File: config.mk
export PLATFORM = sky130hd
export DESIGN_NAME = buzzer_sustain_ctrl
export DESIGN_NICKNAME = d
export VERILOG_FILES = /design/src/rtl/buzzer_sustain_ctrl.sv
export SDC_FILE = /design/constraint.sdc
export NUM_CORES = 1
export LEC_CHECK = 0
export CORE_MARGIN = 2
export CORE_UTILIZATION = 45
export CTS_CLUSTER_SIZE = 10
export DETAILED_ROUTE_END_ITERATION = 10
export GPL_TIMING_DRIVEN = 0
export SETUP_SLACK_MARGIN = 0.3
export SLEW_MARGIN = 20
export SYNTH_ARGS = -nofsm -noshare
export SYNTH_HDL_FRONTEND = slang
export SYNTH_SLANG_ARGS = --single-unit
File: constraint.sdc
create_clock -name iClk -period 3.4 [get_ports iClk]
set_input_delay 0.68 -clock iClk [delete_from_list [all_inputs] [get_ports iClk]]
set_output_delay 0.68 -clock iClk [all_outputs]
set_load 0.05 [all_outputs]
File: src/rtl/buzzer_sustain_ctrl.sv
// Multi-channel buzzer sustain controller.
// Each key channel keeps sounding for a programmable number of cycles after
// release, or stops at release when hold mode is on. A newest-key priority
// picks which channel drives the single buzzer, and a one-cycle done pulse
// marks the moment the last channel falls silent.
// Optional build macro: BUZZER_DECAY_EN (50 % duty decay in the second half
// of the selected channel's tail).
module buzzer_sustain_ctrl #(
  parameter int CHANNELS        = 8,
  parameter int CNT_W           = 21,
  parameter int SUSTAIN_DEFAULT = 200000,
  localparam int NOTE_W         = (CHANNELS > 1) ? $clog2(CHANNELS) : 1
) (
  input  logic                iClk,
  input  logic                iReset_n,
  input  logic [CHANNELS-1:0] iKey,
  input  logic [CNT_W-1:0]    iSustainLen,
  input  logic                iSustainLoad,
  input  logic                iHoldMode,
  output logic [CHANNELS-1:0] oChanActive,
  output logic [NOTE_W-1:0]   oNote,
  output logic                oRing,
  output logic                oDone
);

`ifdef BUZZER_DECAY_EN
  // Counter bit that toggles the buzzer during the decay half of a tail.
  localparam int DECAY_BIT = (CNT_W > 3) ? 3 : CNT_W - 1;
`endif

  // Key history and rising-edge detect.
  logic [CHANNELS-1:0] key_q, key_d;
  logic [CHANNELS-1:0] key_rise;

  // Per-channel sustain state.
  logic [CNT_W-1:0]    cnt_q [CHANNELS];
  logic [CNT_W-1:0]    cnt_d [CHANNELS];
  logic [CHANNELS-1:0] active_q, active_d;

  // Programmable sustain length.
  logic [CNT_W-1:0]    len_q, len_d;

  // Most recently pressed channel.
  logic [NOTE_W-1:0]   newest_q, newest_d;

  // Output stage, all one cycle behind the channel state.
  logic [NOTE_W-1:0]   note_q, note_d;
  logic                ring_q, ring_d;
  logic                any_q, any_d;
  logic                done_q, done_d;

  // Channel selection helpers.
  logic [NOTE_W-1:0]   lowest_active;
  logic [NOTE_W-1:0]   sel_chan;

  assign key_d    = iKey;
  assign key_rise = iKey & ~key_q;

  // Length register: a zero length would make every tail degenerate, so it is ignored.
  always_comb begin
    len_d = len_q;
    if (iSustainLoad && (iSustainLen != '0)) begin
      len_d = iSustainLen;
    end
  end

  // Per-channel counter: held key pins the counter at 1, release runs the tail.
  // The >= compare lets a shortened length end longer tails immediately, and
  // the counter stops at length so it can never wrap.
  always_comb begin
    for (int k = 0; k < CHANNELS; k++) begin
      cnt_d[k]    = cnt_q[k];
      active_d[k] = active_q[k];
      if (iKey[k]) begin
        cnt_d[k]    = CNT_W'(1);
        active_d[k] = 1'b1;
      end else if (cnt_q[k] != '0) begin
        if (iHoldMode || (cnt_q[k] >= len_q)) begin
          cnt_d[k]    = '0;
          active_d[k] = 1'b0;
        end else begin
          cnt_d[k]    = cnt_q[k] + CNT_W'(1);
        end
      end
    end
  end

  // Newest channel: lowest index wins when several keys rise together.
  always_comb begin
    newest_d = newest_q;
    for (int k = CHANNELS - 1; k >= 0; k--) begin
      if (key_rise[k]) begin
        newest_d = NOTE_W'(k);
      end
    end
  end

  // Lowest-index active channel, used once the newest channel has gone quiet.
  always_comb begin
    lowest_active = '0;
    for (int k = CHANNELS - 1; k >= 0; k--) begin
      if (active_q[k]) begin
        lowest_active = NOTE_W'(k);
      end
    end
  end

  // Buzzer source selection, ring enable and end-of-sound detection.
  always_comb begin
    if (active_q[newest_q]) begin
      sel_chan = newest_q;
    end else if (|active_q) begin
      sel_chan = lowest_active;
    end else begin
      sel_chan = '0;
    end
    note_d = sel_chan;
    any_d  = |active_q;
    ring_d = any_d;
`ifdef BUZZER_DECAY_EN
    // Second half of a released tail chops the buzzer at half duty.
    if (any_d && active_q[sel_chan] && !key_q[sel_chan] &&
        (cnt_q[sel_chan] >= (len_q >> 1))) begin
      ring_d = cnt_q[sel_chan][DECAY_BIT];
    end
`endif
    done_d = any_q & ~any_d;
  end

  // State register; reset aborts every tail without a done pulse.
  always_ff @(posedge iClk) begin
    if (!iReset_n) begin
      key_q    <= '0;
      for (int k = 0; k < CHANNELS; k++) begin
        cnt_q[k] <= '0;
      end
      active_q <= '0;
      len_q    <= CNT_W'(SUSTAIN_DEFAULT);
      newest_q <= '0;
      note_q   <= '0;
      ring_q   <= 1'b0;
      any_q    <= 1'b0;
      done_q   <= 1'b0;
    end else begin
      key_q    <= key_d;
      for (int k = 0; k < CHANNELS; k++) begin
        cnt_q[k] <= cnt_d[k];
      end
      active_q <= active_d;
      len_q    <= len_d;
      newest_q <= newest_d;
      note_q   <= note_d;
      ring_q   <= ring_d;
      any_q    <= any_d;
      done_q   <= done_d;
    end
  end

  assign oChanActive = active_q;
  assign oNote       = note_q;
  assign oRing       = ring_q;
  assign oDone       = done_q;

endmodule

# Yosys cells after proc, flatten, opt, wreduce, memory -nomap -nowiden
# Memories as Yosys holds them, arrays and structs flattened.
# Index checks and enable logic that the tools add are counted.
totals:
  ff_bits: 45
  mem_bits_rw: 168
  inputBits: 33
  elab_cells: 173
  memories: 1
classes:
  addsub: 8
  order_cmp: 9
  n_mux: 77
  n_bitwise: 13
  reduce_logical: 49
mem_list:
  columns: ["name", "depth", "word_bits", "rd", "rd_clocked_by_memory_dff", "wr", "line_no", "text"]
  rows:
  - ["cnt_q", 8, 21, 8, 0, 8, "36", "logic [CNT_W-1:0] cnt_q [CHANNELS];"]
ops:
  columns: ["operator", "n"]
  rows:
  - ["21-bit 2-to-1 mux", 32]
  - ["21-bit nonzero test", 9]
  - ["21-bit by 1-bit adder with 21-bit output (second input constant)", 8]
  - ["21-bit greater-or-equal comparator", 8]
  - ["3-bit 2-to-1 mux", 14]
  - ["2-bit nonzero test", 16]
  - ["1-bit 2-to-1 mux", 28]
  - ["2-bit AND reduction", 8]
  - ["8-bit AND", 1]
  - ["1-bit logical OR", 8]
  - ["8-bit inverter", 1]
  - ["1-bit bitwise OR", 8]
  - ["8-bit OR reduction", 1]
  - ["7-bit nonzero test", 1]
  - ["6-bit nonzero test", 1]
  - ["5-bit OR reduction", 1]
  - ["3-bit by 4-bit less-than comparator with 1-bit output (second input constant)", 1]
  - ["2-bit 2-to-1 mux", 2]
  - ["4-bit nonzero test", 1]
  - ["1-bit binary-select mux with 3-bit select", 1]
  - ["3-bit OR reduction", 1]
  - ["1-bit inverter", 2]
  - ["2-bit OR reduction", 1]
  - ["1-bit AND", 1]
  - ["1-bit logical AND", 1]

# Depth between registers and ports, before layout
# Gate-level depths: netlist of run 1.
depth:
  depth_word: 10
  mapped_depth: 10
  mapped_depth_nobuf: 8

# Worst setup path after synthesis of run 1
# No wires, ideal clock.
synth_timing:
  path_kind: "flip-flop to flip-flop"
  from: "reg len_q[7]"
  to: "mem cnt_q[4][10], in the netlist cnt_q[1][10]"
  setup_ns: 0.138
  t_arrival_ns: 2.388
  required_ns: 3.262
  setup_slack_ns: 0.874
  stages_incl_launch_ff: 10
  synth_period_minus_slack_ns: 2.526
  path_cell_list: "dfxtp_1 inv_1 ha_1 and4_1 or3b_1 or4_1 o2111a_2 a21boi_4 buf_6 nor3_2"
synth_rtl:
  columns: ["element", "line_no", "text"]
  rows:
  - ["start, declared", "41", "logic [CNT_W-1:0] len_q, len_d;"]
  - ["start signal, assigned", "138", "len_q <= CNT_W'(SUSTAIN_DEFAULT);"]
  - ["start signal, assigned", "150", "len_q <= len_d;"]
  - ["end, declared", "36", null]

==> impl_results.md, run 1 <==
* Area of the multi-input gates at 8850 um^2
* # nets final at 1869
* Post-layout min period at 2960 ps
* Post-route cell area at 15500 um^2
* Post-Route M1 WL at 18200 um
* Remaining DRCs at 0
* Post-DP Area at 14400 um^2
* CP Launch Type: register
* Hold Slack at 452 ps
* Fmax achieved at 337 MHz
* Layout cells sized above 1 at 0.0632
* Synthesized cell area at 13400 um^2
* Post-synthesis sequential area ratio at 0.317
* Setup TNS at 0 ps
* Number of I/O port buffers at 44
* Pin count of the biggest net entering global routing at 13
* Initial drt markers at 681
* Main synth FF type: dfxtp_1
* Clk_skew at 14.6 ps
* Sequential cell area at 4260 um^2
* Top-Level Pins at 46
* HP Class: register to register
* Average wire per standard cell at 18.1 um
* Antenna-violating nets left at 0
* Asr flop ratio synth at 0
* Later-pin clock latency in the skew report at 540 ps
* Ys Warns at 0
* Number of diodes at 0
* DP Cell Count at 1993
* CP cell instances: clkinvlp_4 > buf_12 > ha_1 > and4_1 > or3b_1 > or4_1 > o2111a_2 > a21boi_4 > buf_6 > nor3_2
* Final Wtd Congestion at 0.852
* Die area at 31300 um^2
* Tcrit/Tclk final at 0.872
* Finished Layout Cells at 2052
* DRT Pass-1 Iters at 5
* CTS H-Tree Depth at 1
* Vias per cell at 5.62
* Worst EP arrival at 3360 ps
* Post-synthesis net count at 1776
* Met3 WL at 1330 um
* Met2 wire length at 16500 um
* Peak supply drop at 0.345 mV
* FILL cells at 2854
* Die Y at 177 um
* Die width at 177 um
* Number of global-route vias before repair at 10800
* Top sig layer: met4
* First-pass GRT wire length at 59400 um
* Worst endpoint required time at 3790 ps
* Critical-path maximum fanout at 10
* CP Capture Type: register
* Total GRT Usage at 0.240
* Remaining global-route overflow at 0
* Post-Route WL at 37100 um
* TritonCTS buffer count at 26
* Post-synth EDFFs at 0
* Post-route total power at 5.91 mW
* Status: complete, no violations
* DP HPWL at 26300 um
* Initial antenna violation count at 0
* Distinct cell type count after synthesis at 72
* Seq cells post-synth at 213
* Pwr Density at 381 nW/um^2
* Slew HR at 0.353
* Max clock buf depth at 3
* Max incr delay on CP at 480 ps
* Core footprint at 29600 um^2
* Mapped Cells at 1559
* Slowest library cell on the worst path: or4_1
* CTS Hold Bufs at 0
* Via count at 11500
* Max_cap viols at 0
* Max Slew Vio Count at 0
* Critical path type: register to register
* CTS tree: yes
* Syn-to-layout area delta at 15.3%
* Setup Viol. Count Final at 0
* Clk sinks at 213
* Root Buffer: clkbuf_16
* RSZ-0062 raised after global routing: true
* Std cell rows at 63
* Synthesized area per cell at 8.62 um^2
* Leakage at 6.24 nW
* Final hold viol count at 0
* Least-Margin Pin Slew at 971 ps
* Reg clk slew, reported paths at 50 ps
* Initial core utilization at 0.455
cell usage in the layout, fill, tap and decap left out, types with 14 or more instances in the layout:
cell type,instances
ha_1,184
dfxtp_1,213
nand3_1,72
and4_1,19
nor2b_1,28
nand2b_1,15
clkdlybuf4s50_1,44
xor2_1,87
nand2_1,129
and2_1,14
a21o_1,23
clkbuf_1,29
a21oi_1,79
nor3_1,56
nand4_1,65
xnor2_1,62
nor2_1,157
and3_1,38
clkbuf_16,27
nor4_1,43
inv_1,55
mux2i_1,14
o21ai_0,22
flip-flops by register name, summed over array words and instances (netlist names):
signal       cells
oDone            1
newest_q         3
oNote            3
key_q            8
any_q            1
len_q           21
oChanActive      8
cnt_q          168
layer usage:
metal	track usage	vias to the layer above
met5	0	-
met4	0.0685	0
met3	0.0238	57
met2	0.383	201
met1	0.343	5455
li1	-	5818
cells by family after synthesis:
group | share of synthesized area
AND/OR/NAND/NOR | 0.262
AO/OA/AOI/OAI | 0.108
multiplexers | 0.0155
XOR/XNOR | 0.0971
adder cells (fa/ha/maj) | 0.171
flip-flops | 0.317
buffers and inverters | 0.0289
power by group:
part           switching (mW)  leakage, nW  internal, mW  total (mW)
combinational           0.463         4.13         0.284       0.746
clock                    1.05        0.372          1.51        2.56
sequential             0.0588         1.73          2.55        2.60
total                    1.57         6.24          4.33        5.91
worst paths after layout:
| check | cells after the start | endpoint | slack, ps | startpoint |
|---|---|---|---|---|
| worst max-delay path | 10 | cnt_q[1][18]$_SDFFE_PP0P_ | 440 | len_q[7]$_SDFFE_PN0P_ |
| worst min-delay path | 2 | len_q[20]$_SDFFE_PN0P_ | 450 | len_q[20]$_SDFFE_PN0P_ |
| worst max register to register | 10 | cnt_q[1][18]$_SDFFE_PP0P_ | 440 | len_q[7]$_SDFFE_PN0P_ |
| worst min register to register | 2 | len_q[20]$_SDFFE_PN0P_ | 450 | len_q[20]$_SDFFE_PN0P_ |
worst max-delay path, delay by kind of cell, from the launching register on:
| kind | cells | cell delay [ps] |
|---|---|---|
| and+or+nand+nor | 4 | 1150 |
| DFF | 1 | 370 |
| adders and majority gates | 1 | 310 |
| AOI/OAI and AO/OA | 2 | 500 |
| buffers and inverters | 3 | 500 |
through the flow:
stage          utilization  worst slack [ps]
2_1_floorplan            -               874
3_3_place_gp         0.486               113
3_5_place_dp         0.486              55.6
4_1_cts              0.517               317
5_1_grt              0.524               298
6_report             0.524               435
final cells by class:
cell class / instances / share of cell area
buffer: 32 / 0.00977
clock buffer: 37 / 0.0486
clock inverter: 1 / 0.000323
inverter: 65 / 0.0182
multi-input combinational: 1249 / 0.571
sequential: 213 / 0.275
tap: 390 / 0.0315
timing repair buffer: 65 / 0.0451
timing repair:
| item | 4_1_cts | 5_1_grt |
|---|---|---|
| pin swaps | 1 | 0 |
| setup endpoints to repair | 60 | 66 |
| endpoints found under the hold margin | 0 | 0 |
| resized for setup | 11 | 15 |
| setup buffers | 9 | 12 |
cell usage after synthesis, drive strengths merged (3+ instances only):
cell type,count,share of area
o31ai,3,0.0020
o221ai,3,0.0020
xnor2,62,0.040
nand2,129,0.036
o32ai,3,0.0020
nand2b,15,0.0070
nor2,157,0.044
and2,14,0.0065
mux2i,14,0.010
nor4,43,0.020
a31oi,9,0.0042
nor3,66,0.028
nor3b,4,0.0022
o211ai,8,0.0045
buf,5,0.0032
a211o,4,0.0026
xor2,87,0.057
o21a,5,0.0028
clkbuf,27,0.0075
nor4b,13,0.0085
inv,65,0.018
ha,184,0.17
a211oi,8,0.0045
o21ai,30,0.011
a21o,23,0.013
nand4,65,0.030
o41ai,5,0.0052
a21oi,81,0.030
or3b,3,0.0020
o22ai,7,0.0033
nand3,72,0.027
a21boi,11,0.0070
or2,5,0.0023
dfxtp,213,0.32
o21bai,4,0.0022
and3,38,0.018
and4,19,0.012
nor2b,28,0.013
(Power assumes the default switching activity.)
==> run 2: changes to the inputs <==
--- a/config.mk
+++ b/config.mk
@@ -5,7 +5,7 @@
 export SDC_FILE = /design/constraint.sdc
 export NUM_CORES = 1
 export LEC_CHECK = 0
-export CORE_MARGIN = 2
+export CORE_MARGIN = 5
 export CORE_UTILIZATION = 45
 export CTS_CLUSTER_SIZE = 10
 export DETAILED_ROUTE_END_ITERATION = 10
==> constraint.sdc (replaced) <==
create_clock -name iClk -period 3.4 [get_ports iClk]
set_input_delay 0.68 -clock iClk [delete_from_list [all_inputs] [get_ports iClk]]
set_output_delay 0.68 -clock iClk [all_outputs]
set_load 0.1 [all_outputs]
==> impl_results.md, run 2 (synthesized netlist as in run 1, its figures left out) <==
* Status: complete, no violations
* Reg clk slew, reported paths at 50 ps
* Top reg by flops: cnt_q
* Max_cap viols at 0
* Reg2reg start: len_q[0]$_SDFFE_PN0P_
* Setup TNS at 0 ps
* Max clock buf depth at 3
* Setup Viol. Count Final at 0
* TritonCTS buffer count at 27
* CTS tree: yes
* Worst EP arrival at 2270 ps
* Fin util at 0.529
* Initial core utilization at 0.455
* Remaining DRCs at 0
* Vias per cell at 5.57
* Max FFs per register at 168
* Total GRT Usage at 0.218
* CP cell instances: clkdlybuf4s50_1
* Commonest non-fill, non-tap cells in the layout: dfxtp_1, ha_1, nor2_1, nand2_1, xor2_1
* Critical path type: register to output pin
* Initial drt markers at 649
* Worst hold path startpoint: len_q[20]$_SDFFE_PN0P_
* Leakage at 6.31 nW
* Pin count of the biggest net entering global routing at 13
* Sequential cell area at 4260 um^2
* Final hold viol count at 0
* Die width at 183 um
* Number of diodes at 0
* Core footprint at 29600 um^2
* Top-Level Pins at 46
* CTS Hold Bufs at 0
* Max Slew Vio Count at 0
* Die area at 33400 um^2
* Layout cells sized above 1 at 0.0743
* Later-pin clock latency in the skew report at 530 ps
* Via count at 11600
* Initial antenna violation count at 0
* Final Wtd Congestion at 0.844
* Biggest regs: cnt_q x168, len_q x21
* Least-Margin Pin Slew at 1030 ps
* RSZ-0062 raised after global routing: false
* Average wire per standard cell at 18.0 um
* Max incr delay on CP at 1220 ps
* CP Capture Type: output pin
* Critical-path maximum fanout at 6
* Post-Route WL at 37300 um
* CP startpoint: oChanActive[2]$_SDFFE_PN0P_
* Remaining global-route overflow at 0
* Worst path bufs/invs at 1
* Post-layout min period at 2950 ps
* Std cell rows at 63
* Post-route cell area at 15600 um^2
* Worst reg-to-reg setup slack at 530 ps
* Tcrit/Tclk final at 0.869
* CP Launch Type: register
* Antenna-violating nets left at 0
* Area of the multi-input gates at 8830 um^2
* Slowest library cell on the worst path: clkdlybuf4s50_1
* CP delay by family, top: buffers and inverters
* DP HPWL at 25900 um
* Post-DP Area at 14400 um^2
* Clk_skew at 9.15 ps
* Peak supply drop at 0.415 mV
* Number of global-route vias before repair at 11000
* Most common cell after layout, fill and taps aside: dfxtp_1
* Number of I/O port buffers at 44
* DRT Pass-1 Iters at 5
* FILL cells at 2811
* First-pass GRT wire length at 58900 um
* Die Y at 183 um
* Clk sinks at 213
* # nets final at 1886
* CTS H-Tree Depth at 1
* Pwr Density at 387 nW/um^2
* Fmax achieved at 339 MHz
* Worst endpoint required time at 2720 ps
* Slew HR at 0.311
* Syn-to-layout area delta at 16.4%
* HP Class: register to register
* Root Buffer: clkbuf_16
-- run 2: cell types whose count changed in the layout (fill, tap and decap cells not counted), moves of 4 or more --
| cell | before | now |
|---|---|---|
| clkinvlp_4 | 10 | 14 |
| clkbuf_1 | 29 | 33 |
| inv_1 | 55 | 51 |
| buf_4 | 13 | 30 |
-- run 2: timing repair --
action,in CTS,in global routing
setup endpoints to repair,80,44
pin swaps,1,0
setup buffers,14,23
resized for setup,14,10
-- run 2: layout make-up --
class                           count  area share
Buffer                             32     0.00944
Clock buffer                       40      0.0489
Clock inverter                      3     0.00256
Inverter                           65      0.0190
Multi-Input combinational cell   1249       0.565
Sequential cell                   213       0.273
Tap cell                          390      0.0312
Timing Repair Buffer               81      0.0515
-- run 2: where the power goes --
group	switching [mW]	total [mW]	internal [mW]
combinational	0.515	0.808	0.293
sequential	0.0587	2.60	2.55
clock	1.04	2.64	1.60
-- run 2: tightest hold or removal path, delay by kind of cell (launching register included) --
family	cells	cell delay, ps
AND/OR/NAND/NOR	1	50
AO/OA/AOI/OAI	1	50
flip-flops	1	300
-- run 2: final timing paths --
check,to,cells past startpoint
worst max-delay path,oChanActive[2],1
worst min-delay path,len_q[20]$_SDFFE_PN0P_,2
worst max register to register,cnt_q[0][55]$_SDFFE_PP0P_,9
worst min register to register,len_q[20]$_SDFFE_PN0P_,2
-- run 2: layer usage --
metal	track usage	vias up	wire, um
met2	0.355	226	16800
met4	0.0808	0	1280
met3	0.0321	72	1610
li1	-	5859	-
met1	0.295	5399	17600
met5	0	-	0
-- run 2: per-stage QoR --
stage	std cells	hold WS (ps)	power (mW)	setup slack, ps
6_report	2073	455	6.05	447
5_1_grt	2073	474	6.32	302
4_1_cts	2050	454	6.09	353
3_5_place_dp	1993	447	3.40	70.8
3_3_place_gp	1993	444	3.38	126
2_1_floorplan	1559	435	3.12	874
